## src/rtl/coherence_bus_ctrl.sv

```systemverilog
// ---------------------------------------------------------------------------
// coherence_bus_ctrl
//
// Purpose:
//   Snooping bus controller shared by two cores. It sits between both L1
//   dcache control FSMs, both icaches and a single-port RAM. It arbitrates
//   requests, snoops the peer dcache when a requester misses, and forwards
//   dirty peer data cache-to-cache while writing it back to RAM in the same
//   cycle. It also serves plain writebacks and instruction fetches.
//   Invalidation is MSI-style through ccinv.
//
// Parameters:
//   ADDR_W   address/data width
//   RR_INIT  core given priority first after reset
//
// Ports:
//   CLK, nRST            clock (rising edge) and asynchronous active-low reset
//   dREN/dWEN [1:0]      per-core dcache read/write request
//   daddr/dstore         per-core dcache word address / write data
//   cctrans [1:0]        requester has a coherence miss transaction pending
//   ccwrite [1:0]        requester: wants exclusive;
//                        snoopee during SNOOP: block is dirty and it will supply
//   iREN/iaddr           per-core instruction fetch request / address
//   ramload, ramwait     RAM read data; ramwait low means the access completes
//   dwait/iwait [1:0]    per-core stall, low only in the completing cycle
//   dload/iload          per-core returned data, valid while the wait is low
//   ccwait [1:0]         snoop request to a core (it stalls its own traffic)
//   ccsnoopaddr          snoop address per core, 0 when not snooped
//   ccinv [1:0]          invalidate the snooped block
//   ramREN/ramWEN        RAM strobes, never both high
//   ramaddr/ramstore     RAM address / write data
//
// Optional feature (macro BUS_STATS_EN):
//   Adds c2c_cnt, ram_rd_cnt, ram_wr_cnt outputs: saturating counters of
//   completed cache-to-cache words, RAM read words and RAM write words.
//   They are cleared only by nRST.
// ---------------------------------------------------------------------------
module coherence_bus_ctrl #(
  parameter int   ADDR_W  = 32,
  parameter logic RR_INIT = 1'b0
) (
  input  logic                   CLK,
  input  logic                   nRST,
  input  logic [1:0]             dREN,
  input  logic [1:0]             dWEN,
  input  logic [1:0][ADDR_W-1:0] daddr,
  input  logic [1:0][ADDR_W-1:0] dstore,
  input  logic [1:0]             cctrans,
  input  logic [1:0]             ccwrite,
  input  logic [1:0]             iREN,
  input  logic [1:0][ADDR_W-1:0] iaddr,
  input  logic [ADDR_W-1:0]      ramload,
  input  logic                   ramwait,
  output logic [1:0]             dwait,
  output logic [1:0]             iwait,
  output logic [1:0][ADDR_W-1:0] dload,
  output logic [1:0][ADDR_W-1:0] iload,
  output logic [1:0]             ccwait,
  output logic [1:0][ADDR_W-1:0] ccsnoopaddr,
  output logic [1:0]             ccinv,
  output logic                   ramREN,
  output logic                   ramWEN,
  output logic [ADDR_W-1:0]      ramaddr,
  output logic [ADDR_W-1:0]      ramstore
`ifdef BUS_STATS_EN
  ,
  output logic [31:0]            c2c_cnt,
  output logic [31:0]            ram_rd_cnt,
  output logic [31:0]            ram_wr_cnt
`endif
);

  localparam logic [3:0] S_IDLE   = 4'd0;
  localparam logic [3:0] S_ARB    = 4'd1;
  localparam logic [3:0] S_SNOOP  = 4'd2;
  localparam logic [3:0] S_C2C0   = 4'd3;
  localparam logic [3:0] S_C2C1   = 4'd4;
  localparam logic [3:0] S_RD0    = 4'd5;
  localparam logic [3:0] S_RD1    = 4'd6;
  localparam logic [3:0] S_WB0    = 4'd7;
  localparam logic [3:0] S_WB1    = 4'd8;
  localparam logic [3:0] S_IFETCH = 4'd9;

  logic [3:0] r_state;
  logic [3:0] w_state_next;
  logic       r_prio;       // core that wins a tie within a request class
  logic       r_req;        // latched requester for the current transaction
  logic       r_inv;        // latched ccwrite of the requester
  logic       r_snoop_2nd;  // set during the second SNOOP cycle

  logic       w_snp;
  logic       w_done;
  logic       w_txn_done;
  logic       w_snoop_phase;

  // Per-core request classes.
  logic [1:0] w_wb_req;
  logic [1:0] w_cc_req;
  logic [1:0] w_if_req;
  logic       w_any_req;
  logic       w_sel_core;
  logic [3:0] w_sel_state;

  genvar gi;
  generate
    for (gi = 0; gi < 2; gi++) begin : g_req
      // A dcache write without a coherence transaction is an eviction/flush.
      assign w_wb_req[gi] = dWEN[gi] & ~cctrans[gi];
      assign w_cc_req[gi] = cctrans[gi] & (dREN[gi] | dWEN[gi]);
      assign w_if_req[gi] = iREN[gi];
    end
  endgenerate

  assign w_any_req = |{w_wb_req, w_cc_req, w_if_req};
  assign w_snp     = ~r_req;
  assign w_done    = ~ramwait;

  assign w_snoop_phase = (r_state == S_SNOOP) || (r_state == S_C2C0) ||
                         (r_state == S_C2C1)  || (r_state == S_RD0)  ||
                         (r_state == S_RD1);

  assign w_txn_done = w_done && ((r_state == S_WB1)  || (r_state == S_C2C1) ||
                                 (r_state == S_RD1)  || (r_state == S_IFETCH));

  // Class priority first (writeback > coherence > ifetch), then core priority.
  always_comb begin
    w_sel_core  = r_prio;
    w_sel_state = S_IDLE;
    if (|w_wb_req) begin
      w_sel_core  = w_wb_req[r_prio] ? r_prio : ~r_prio;
      w_sel_state = S_WB0;
    end else if (|w_cc_req) begin
      w_sel_core  = w_cc_req[r_prio] ? r_prio : ~r_prio;
      w_sel_state = S_SNOOP;
    end else if (|w_if_req) begin
      w_sel_core  = w_if_req[r_prio] ? r_prio : ~r_prio;
      w_sel_state = S_IFETCH;
    end
  end

  always_comb begin
    w_state_next = r_state;
    case (r_state)
      S_IDLE:   if (w_any_req) w_state_next = S_ARB;
      // Requests may have dropped since IDLE; w_sel_state is IDLE then.
      S_ARB:    w_state_next = w_sel_state;
      // The snoopee always gets one full cycle to answer.
      S_SNOOP:  if (r_snoop_2nd) w_state_next = ccwrite[w_snp] ? S_C2C0 : S_RD0;
      S_C2C0:   if (w_done) w_state_next = S_C2C1;
      S_C2C1:   if (w_done) w_state_next = S_IDLE;
      S_RD0:    if (w_done) w_state_next = S_RD1;
      S_RD1:    if (w_done) w_state_next = S_IDLE;
      S_WB0:    if (w_done) w_state_next = S_WB1;
      S_WB1:    if (w_done) w_state_next = S_IDLE;
      S_IFETCH: if (w_done) w_state_next = S_IDLE;
      default:  w_state_next = S_IDLE;
    endcase
  end

  always_ff @(posedge CLK or negedge nRST) begin
    if (!nRST) begin
      r_state     <= S_IDLE;
      r_prio      <= RR_INIT;
      r_req       <= 1'b0;
      r_inv       <= 1'b0;
      r_snoop_2nd <= 1'b0;
    end else begin
      r_state     <= w_state_next;
      r_snoop_2nd <= (r_state == S_SNOOP) && !r_snoop_2nd;
      if (r_state == S_ARB) begin
        r_req <= w_sel_core;
        r_inv <= ccwrite[w_sel_core];
      end
      if (w_txn_done) begin
        r_prio <= ~r_prio;
      end
    end
  end

  // Outputs are decoded from state so a reset forces them immediately.
  always_comb begin
    dwait       = 2'b11;
    iwait       = 2'b11;
    dload       = '0;
    iload       = '0;
    ccwait      = 2'b00;
    ccsnoopaddr = '0;
    ccinv       = 2'b00;
    ramREN      = 1'b0;
    ramWEN      = 1'b0;
    ramaddr     = '0;
    ramstore    = '0;

    // Snoopee stays stalled from SNOOP until the data phase completes.
    if (w_snoop_phase) begin
      ccwait[w_snp]      = 1'b1;
      ccsnoopaddr[w_snp] = daddr[r_req];
      ccinv[w_snp]       = r_inv;
    end

    case (r_state)
      S_WB0, S_WB1: begin
        ramWEN   = 1'b1;
        ramaddr  = daddr[r_req];
        ramstore = dstore[r_req];
        dwait[r_req] = ~w_done;
      end
      S_C2C0, S_C2C1: begin
        // Dirty peer data goes to the requester and to RAM in the same cycle.
        ramWEN       = 1'b1;
        ramaddr      = daddr[w_snp];
        ramstore     = dstore[w_snp];
        dload[r_req] = dstore[w_snp];
        dwait[r_req] = ~w_done;
        dwait[w_snp] = ~w_done;
      end
      S_RD0, S_RD1: begin
        ramREN       = 1'b1;
        ramaddr      = daddr[r_req];
        dload[r_req] = ramload;
        dwait[r_req] = ~w_done;
      end
      S_IFETCH: begin
        ramREN       = 1'b1;
        ramaddr      = iaddr[r_req];
        iload[r_req] = ramload;
        iwait[r_req] = ~w_done;
      end
      default: begin
      end
    endcase
  end

`ifdef BUS_STATS_EN
  logic [31:0] r_c2c_cnt;
  logic [31:0] r_ram_rd_cnt;
  logic [31:0] r_ram_wr_cnt;
  logic        w_c2c_word;
  logic        w_rd_word;
  logic        w_wr_word;

  assign w_c2c_word = w_done && ((r_state == S_C2C0) || (r_state == S_C2C1));
  assign w_rd_word  = w_done && ((r_state == S_RD0) || (r_state == S_RD1) ||
                                 (r_state == S_IFETCH));
  assign w_wr_word  = w_done && ((r_state == S_WB0) || (r_state == S_WB1) ||
                                 (r_state == S_C2C0) || (r_state == S_C2C1));

  always_ff @(posedge CLK or negedge nRST) begin
    if (!nRST) begin
      r_c2c_cnt    <= '0;
      r_ram_rd_cnt <= '0;
      r_ram_wr_cnt <= '0;
    end else begin
      if (w_c2c_word && (r_c2c_cnt != '1))    r_c2c_cnt    <= r_c2c_cnt + 32'd1;
      if (w_rd_word  && (r_ram_rd_cnt != '1)) r_ram_rd_cnt <= r_ram_rd_cnt + 32'd1;
      if (w_wr_word  && (r_ram_wr_cnt != '1)) r_ram_wr_cnt <= r_ram_wr_cnt + 32'd1;
    end
  end

  assign c2c_cnt    = r_c2c_cnt;
  assign ram_rd_cnt = r_ram_rd_cnt;
  assign ram_wr_cnt = r_ram_wr_cnt;
`endif

endmodule

```

## config.mk

```make
export PLATFORM = sky130hd
export DESIGN_NAME = coherence_bus_ctrl
export DESIGN_NICKNAME = d
export VERILOG_FILES = /design/src/rtl/coherence_bus_ctrl.sv
export SDC_FILE = /design/constraint.sdc
export NUM_CORES = 1
export LEC_CHECK = 0
export BUFFER_PORTS_ARGS = -buffer_cell sky130_fd_sc_hd__buf_2
export CAP_MARGIN = 10
export CORE_AREA = 10 10 186 188
export CTS_CLUSTER_DIAMETER = 100
export CTS_CLUSTER_SIZE = 14
export DETAILED_ROUTE_END_ITERATION = 10
export DIE_AREA = 0 0 196 198
export SYNTH_ARGS = -nofsm -noshare
export SYNTH_HDL_FRONTEND = slang
export SYNTH_SLANG_ARGS = --single-unit
```

## constraint.sdc

```tcl
create_clock -name CLK -period 2.69 [get_ports CLK]
set_input_delay 0.269 -clock CLK [delete_from_list [all_inputs] [get_ports CLK]]
set_output_delay 0.269 -clock CLK [all_outputs]
set_load 0.01 [all_outputs]
```

After elaboration in Yosys (flattened, before gate mapping)
Cells that the tools add are included.
{"block": "word_totals", "register_bits": 8, "latch_bits": 0, "ramBits": 0, "romBits": 0, "input_bits": 237, "output_inout_bits": 266, "elab_cells": 125, "n_memories": 0}
{"block": "op_classes", "add_sub_neg": 0, "mul": 0, "div_mod_pow": 0, "order_cmp": 6, "n_eq_ne": 15, "n_shift": 0, "n_mux": 57, "n_bitwise": 17, "reduce_logical": 25}
{"cell": "two-way mux 32 bit", "count": 12}
{"cell": "bitwise AND 64 bit", "count": 3}
{"cell": "two-way mux 64 bit", "count": 2}
{"cell": "one-hot mux 64 bit (2 select lines)", "count": 1}
{"cell": "one-hot mux 32 bit (3 select lines)", "count": 1}
{"cell": "demux 32 bit (select 1 bit)", "count": 2}
{"cell": "one-hot mux 32 bit (2 select lines)", "count": 1}
{"cell": "two-way mux 4 bit", "count": 9}
{"cell": "one-hot mux 4 bit (7 select lines)", "count": 1}
{"cell": "two-way mux 1 bit", "count": 20}
{"cell": "equality test 4 x 3 -> 1 bit, second input constant", "count": 4}
{"cell": "inequality test 2 bit, second input constant", "count": 6}
{"cell": "OR reduction 2 bit", "count": 6}
{"cell": "OR reduction 4 bit", "count": 3}
{"cell": "equality test 4 x 2 -> 1 bit, second input constant", "count": 2}
{"cell": "equality test 4 bit, second input constant", "count": 2}
{"cell": "less-than comparator 1 x 2 -> 1 bit, second input constant", "count": 4}
{"cell": "logical OR 1 bit", "count": 7}
{"cell": "two-way mux 2 bit", "count": 3}
{"cell": "AND reduction 6 bit", "count": 1}
{"cell": "OR reduction 6 bit", "count": 1}
{"cell": "inverter 1 bit", "count": 5}
{"cell": "bitwise AND 1 bit", "count": 4}
{"cell": "equality test 4 x 1 -> 1 bit, second input constant", "count": 1}
{"cell": "other kinds (13)", "count": 19}

Depth between registers and ports, before layout
{"block": "depth", "ltp_word": 9, "mapped_depth": 7, "mapped_depth_nobuf": 5}

Worst setup path before layout
Ideal clock, no wire load.
{"block": "synth_timing", "kind": "register -> output", "startpoint": "register r_req", "endpoint": "output port ramaddr[0]", "arrival_time_ps": 1537, "t_required_ps": 2421, "slack_ps": 884, "path_stages_with_launch": 7, "cell_sequence": "dfrtp_1 > buf_2 > buf_4 > buf_2 > mux2i_1 > nor2_1 > a221o_1"}
{"block": "synth_between", "elab_chain_len": 3, "elab_cells_between_ends": 7, "classes_between": "mux (7)"}
{"element": "start, declared", "line": "87", "source": "logic r_req;"}
{"element": "start signal, assigned", "line": "171", "source": "r_req <= w_sel_core;"}
{"element": "two-way mux 32 bit, on equally long branches (2 in a row)"}
{"element": "one-hot mux 32 bit (3 select lines) *", "line": "201", "source": "case (r_state)"}
{"element": "end, declared", "line": "63", "source": "output logic [ADDR_W-1:0] ramaddr,"}
Mark *: on every way between the ends. The rest lies on a longest branch, timed or not. The select of a mux whose other input is x is not followed.

Worst setup path in the final report
{"block": "layout_timing", "startpoint": "register r_state[0]", "endpoint": "output port ramstore[10]"}
{"block": "layout_between", "elab_chain_len": 3, "elab_cells_between_ends": 7, "classes_between": "eq/ne (4); mux (1); reduce/logical (2)"}
{"element": "start, declared", "line": "84", "source": "logic [3:0] r_state;"}
{"element": "start signal, assigned", "line": "168", "source": "r_state <= w_state_next;"}
{"element": "equality test 4 x 2 -> 1 bit, or another cell as far along", "line": "201"}
{"element": "OR reduction 2 bit", "line": "201"}
{"element": "one-hot mux 32 bit (2 select lines) *", "line": "201"}
{"element": "end, declared", "line": "64", "source": "output logic [ADDR_W-1:0] ramstore"}
Mark *: on every way between the ends. The rest lies on a longest branch, timed or not.

==> out/qor.csv <==
metric,value,unit
final hold violation count,0,
Max rail drop VDD,0.449,mV
Clock transition at path regs,40,ps
share of cells above drive strength 1,56.7,%
Syn Nets,734,
GRT Util Overall,14.6,%
Setup crit end kind,output pin,
hold path depth,3,
ys flop type,dfrtp_1,
status,finished clean,
nets,1211,
yosys warns,0,
Slew headroom,53.4,%
vias per std cell,4.59,
maximum root-to-sink buffer count,2,
CP Launch Type,flop,
I/O Buffers,502,
Pwr Total,0.00686,W
Routed Antenna Nets,0,
vias post-DR,6321,
Root Driver,clkbuf_16,
syn_area_per_cell,7.38,um^2
"Seq/Total Area, Yosys",5.46,%
DIE HEIGHT,198,um
share of the synthesized area in the top cell type,22.9,%
post-synthesis register bit count,8,
TritonCTS Sinks,8,
DRC violations left,0,
Crit path arrival time,2270,ps
DIE AREA,38800,um^2
leakage power,3.96,nW
Max stage delay on crit path,580,ps
core area,31100,um^2
"Cell Area, Synth",3670,um^2
global-route wire length before repair,44600,um
Post-Syn Instances,497,
"Distinct cells, synth",47,
synth-to-layout area growth,84.1,%
Pre-Repair DR Iteration Count,5,
CTS buffer count,3,
RSZ-0062 raised after global routing,false,
final setup fails,0,
global route overflow,0,
crit-path cells,"or2_1, o22a_1, o21ai_4, a22o_1, buf_2",
drt first-iter violations,398,
"Slowest-stage cell, CP",o21ai_4,
"Req. time, crit path",2420,ps
Peak Freq,0.394,GHz
final slew viol count,0,
crit path max fanout,16,
"reg-to-reg slack, setup",730,ps
pwr dens,1020,nW/um^2
area of the multi-input gates,3190,um^2
Tcrit/Tclk final,94.3,%
reg2reg path depth,6,
Routed WL,31600,um
Rows,65,
initial antenna violation count,1,
number of global-route vias before repair,6547,
hold crit path type,input port to flop,
setup TNS,0,ps
Clock Skew,5.78,ps
post-layout min period,2540,ps
worst slew pin tran,695,ps
Detail Placement HPWL,26600,um
filler instances,3490,
MaxCap Viol Count,0,
kind of critical path,flop to output pin,
postcts setup bufs,0,
Die Wd,196,um
I/O pins,503,
largest net degree at the start of global routing,35,
Synth area leader,a22o_1,
per-cell routed wire length,23.0,um
Routability Congestion,0.924,
"EDFF count, synth",0,
H-tree depth,1,
largest cells by area after synthesis,"a22o_1 23%, and2_1 23%, mux2i_1 9.3%",
Worst-Skew Late Latency,240,ps
Post-synth ARST share,100,%
TritonCTS clock tree,yes,
initial core utilization,11.8,%
flip-flop and latch area,201,um^2
## power by group
part / switching [W] / total [W] / internal, W
combinational: 0.00369 / 0.00634 / 0.00265
sequential: 0.0000765 / 0.000255 / 0.000179
clock: 0.0000661 / 0.000264 / 0.000198
total: 0.00383 / 0.00686 / 0.00303
## registers in the layout, indices dropped and copies added, names as in the netlist
signal	count
r_prio	1
r_state	4
r_inv	1
r_snoop_2nd	1
r_req	1
## final cells by class
class / instances / area share, %
Inverter: 5 / 0.278
Multi-Input combinational cell: 431 / 47.2
Clock buffer: 4 / 1.17
Sequential cell: 8 / 2.98
Antenna cell: 1 / 0.0371
Timing Repair Buffer: 525 / 40.9
Tap cell: 402 / 7.45
## repair_timing
action | 4_1_cts | 5_1_grt
hold endpoints to repair | 8 | 0
resized for setup | 5 | 1
gates cloned | 2 | 0
setup endpoints to repair | 22 | 3
hold buffers | 1 | 0
## Yosys cell counts (all sizes together) (2+ instances only)
cell type	count
a21boi	2
nor3	5
nand2	11
a221o	32
mux2i	34
nor2b	2
or2	2
nand3	3
a22oi	3
inv	5
dfrtp	8
a31oi	2
a22o	96
nor2	49
and2	132
o41ai	2
a211oi	3
buf	36
a21oi	10
o21ai	18
nand2b	8
clkbuf	19
## cell usage in the layout, fill, tap and decap left out, types with 3 or more instances in the layout
cell         n
a211oi_1     3
a21oi_1     10
a221o_1     32
a22o_1      96
and2_1     132
buf_12       6
buf_2      502
buf_4       16
clkbuf_16    3
dfrtp_1      7
inv_1        5
mux2i_1     34
nand2_1     10
nand2b_1     8
nor2_1      44
nor2_2       4
nor3_1       3
o21ai_0     10
o21ai_1      3
o21ai_2      3
o21ai_4      4
## worst max-delay path: cells and delay by family, from the launching register on
family                 cells  cell delay (ps)
AO/OA/AOI/OAI              3             1170
flip-flops                 1              450
AND/OR/NAND/NOR            1              270
buffers and inverters      1              140
## final timing paths
check                                            start                      to
min in group asynchronous                         nRST  r_state[1]$_DFFE_PN0P_
max in group asynchronous                         nRST       r_req$_DFFE_PN0P_
worst max-delay path            r_state[0]$_DFFE_PN0P_            ramstore[10]
worst max register to register  r_state[0]$_DFFE_PN0P_  r_state[2]$_DFFE_PN0P_
worst min register to register   r_snoop_2nd$_DFF_PN0_   r_snoop_2nd$_DFF_PN0_
worst min-delay path                        ccwrite[0]       r_inv$_DFFE_PN0P_
## per-stage QoR
| step | util, % | std cells | cell area [um^2] | setup slack, ps | hold slack [ps] |
|---|---|---|---|---|---|
| 2_1_floorplan | - | 497 | 3670 | 884 | -26.6 |
| 3_3_place_gp | 21.3 | 1368 | 6610 | 258 | 129 |
| 3_5_place_dp | 21.3 | 1368 | 6610 | 190 | 132 |
| 4_1_cts | 21.7 | 1375 | 6750 | 115 | 348 |
| 5_1_grt | 21.7 | 1375 | 6750 | 23.7 | 378 |
| 6_report | 21.7 | 1376 | 6750 | 153 | 348 |
## layer usage
metal  vias to the layer above  GRT usage (%)  part of all wire [%]
met1                      2953           17.0                    38
met2                       504           24.6                    47
met5                         -              0                     0
li1                       2814              -                     -
met4                         0           2.66                   1.9
met3                        50           6.33                    13
## cell families after synthesis
group	count (synthesis)	share of synthesized area, %
fa+ha+maj	1	0.273
flops	8	5.46
simple gates	215	33.1
mux	34	9.28
compound gates	177	41.5
buf+inv	60	9.86
xor+xnor	2	0.478
(Power assumes the default switching activity.)
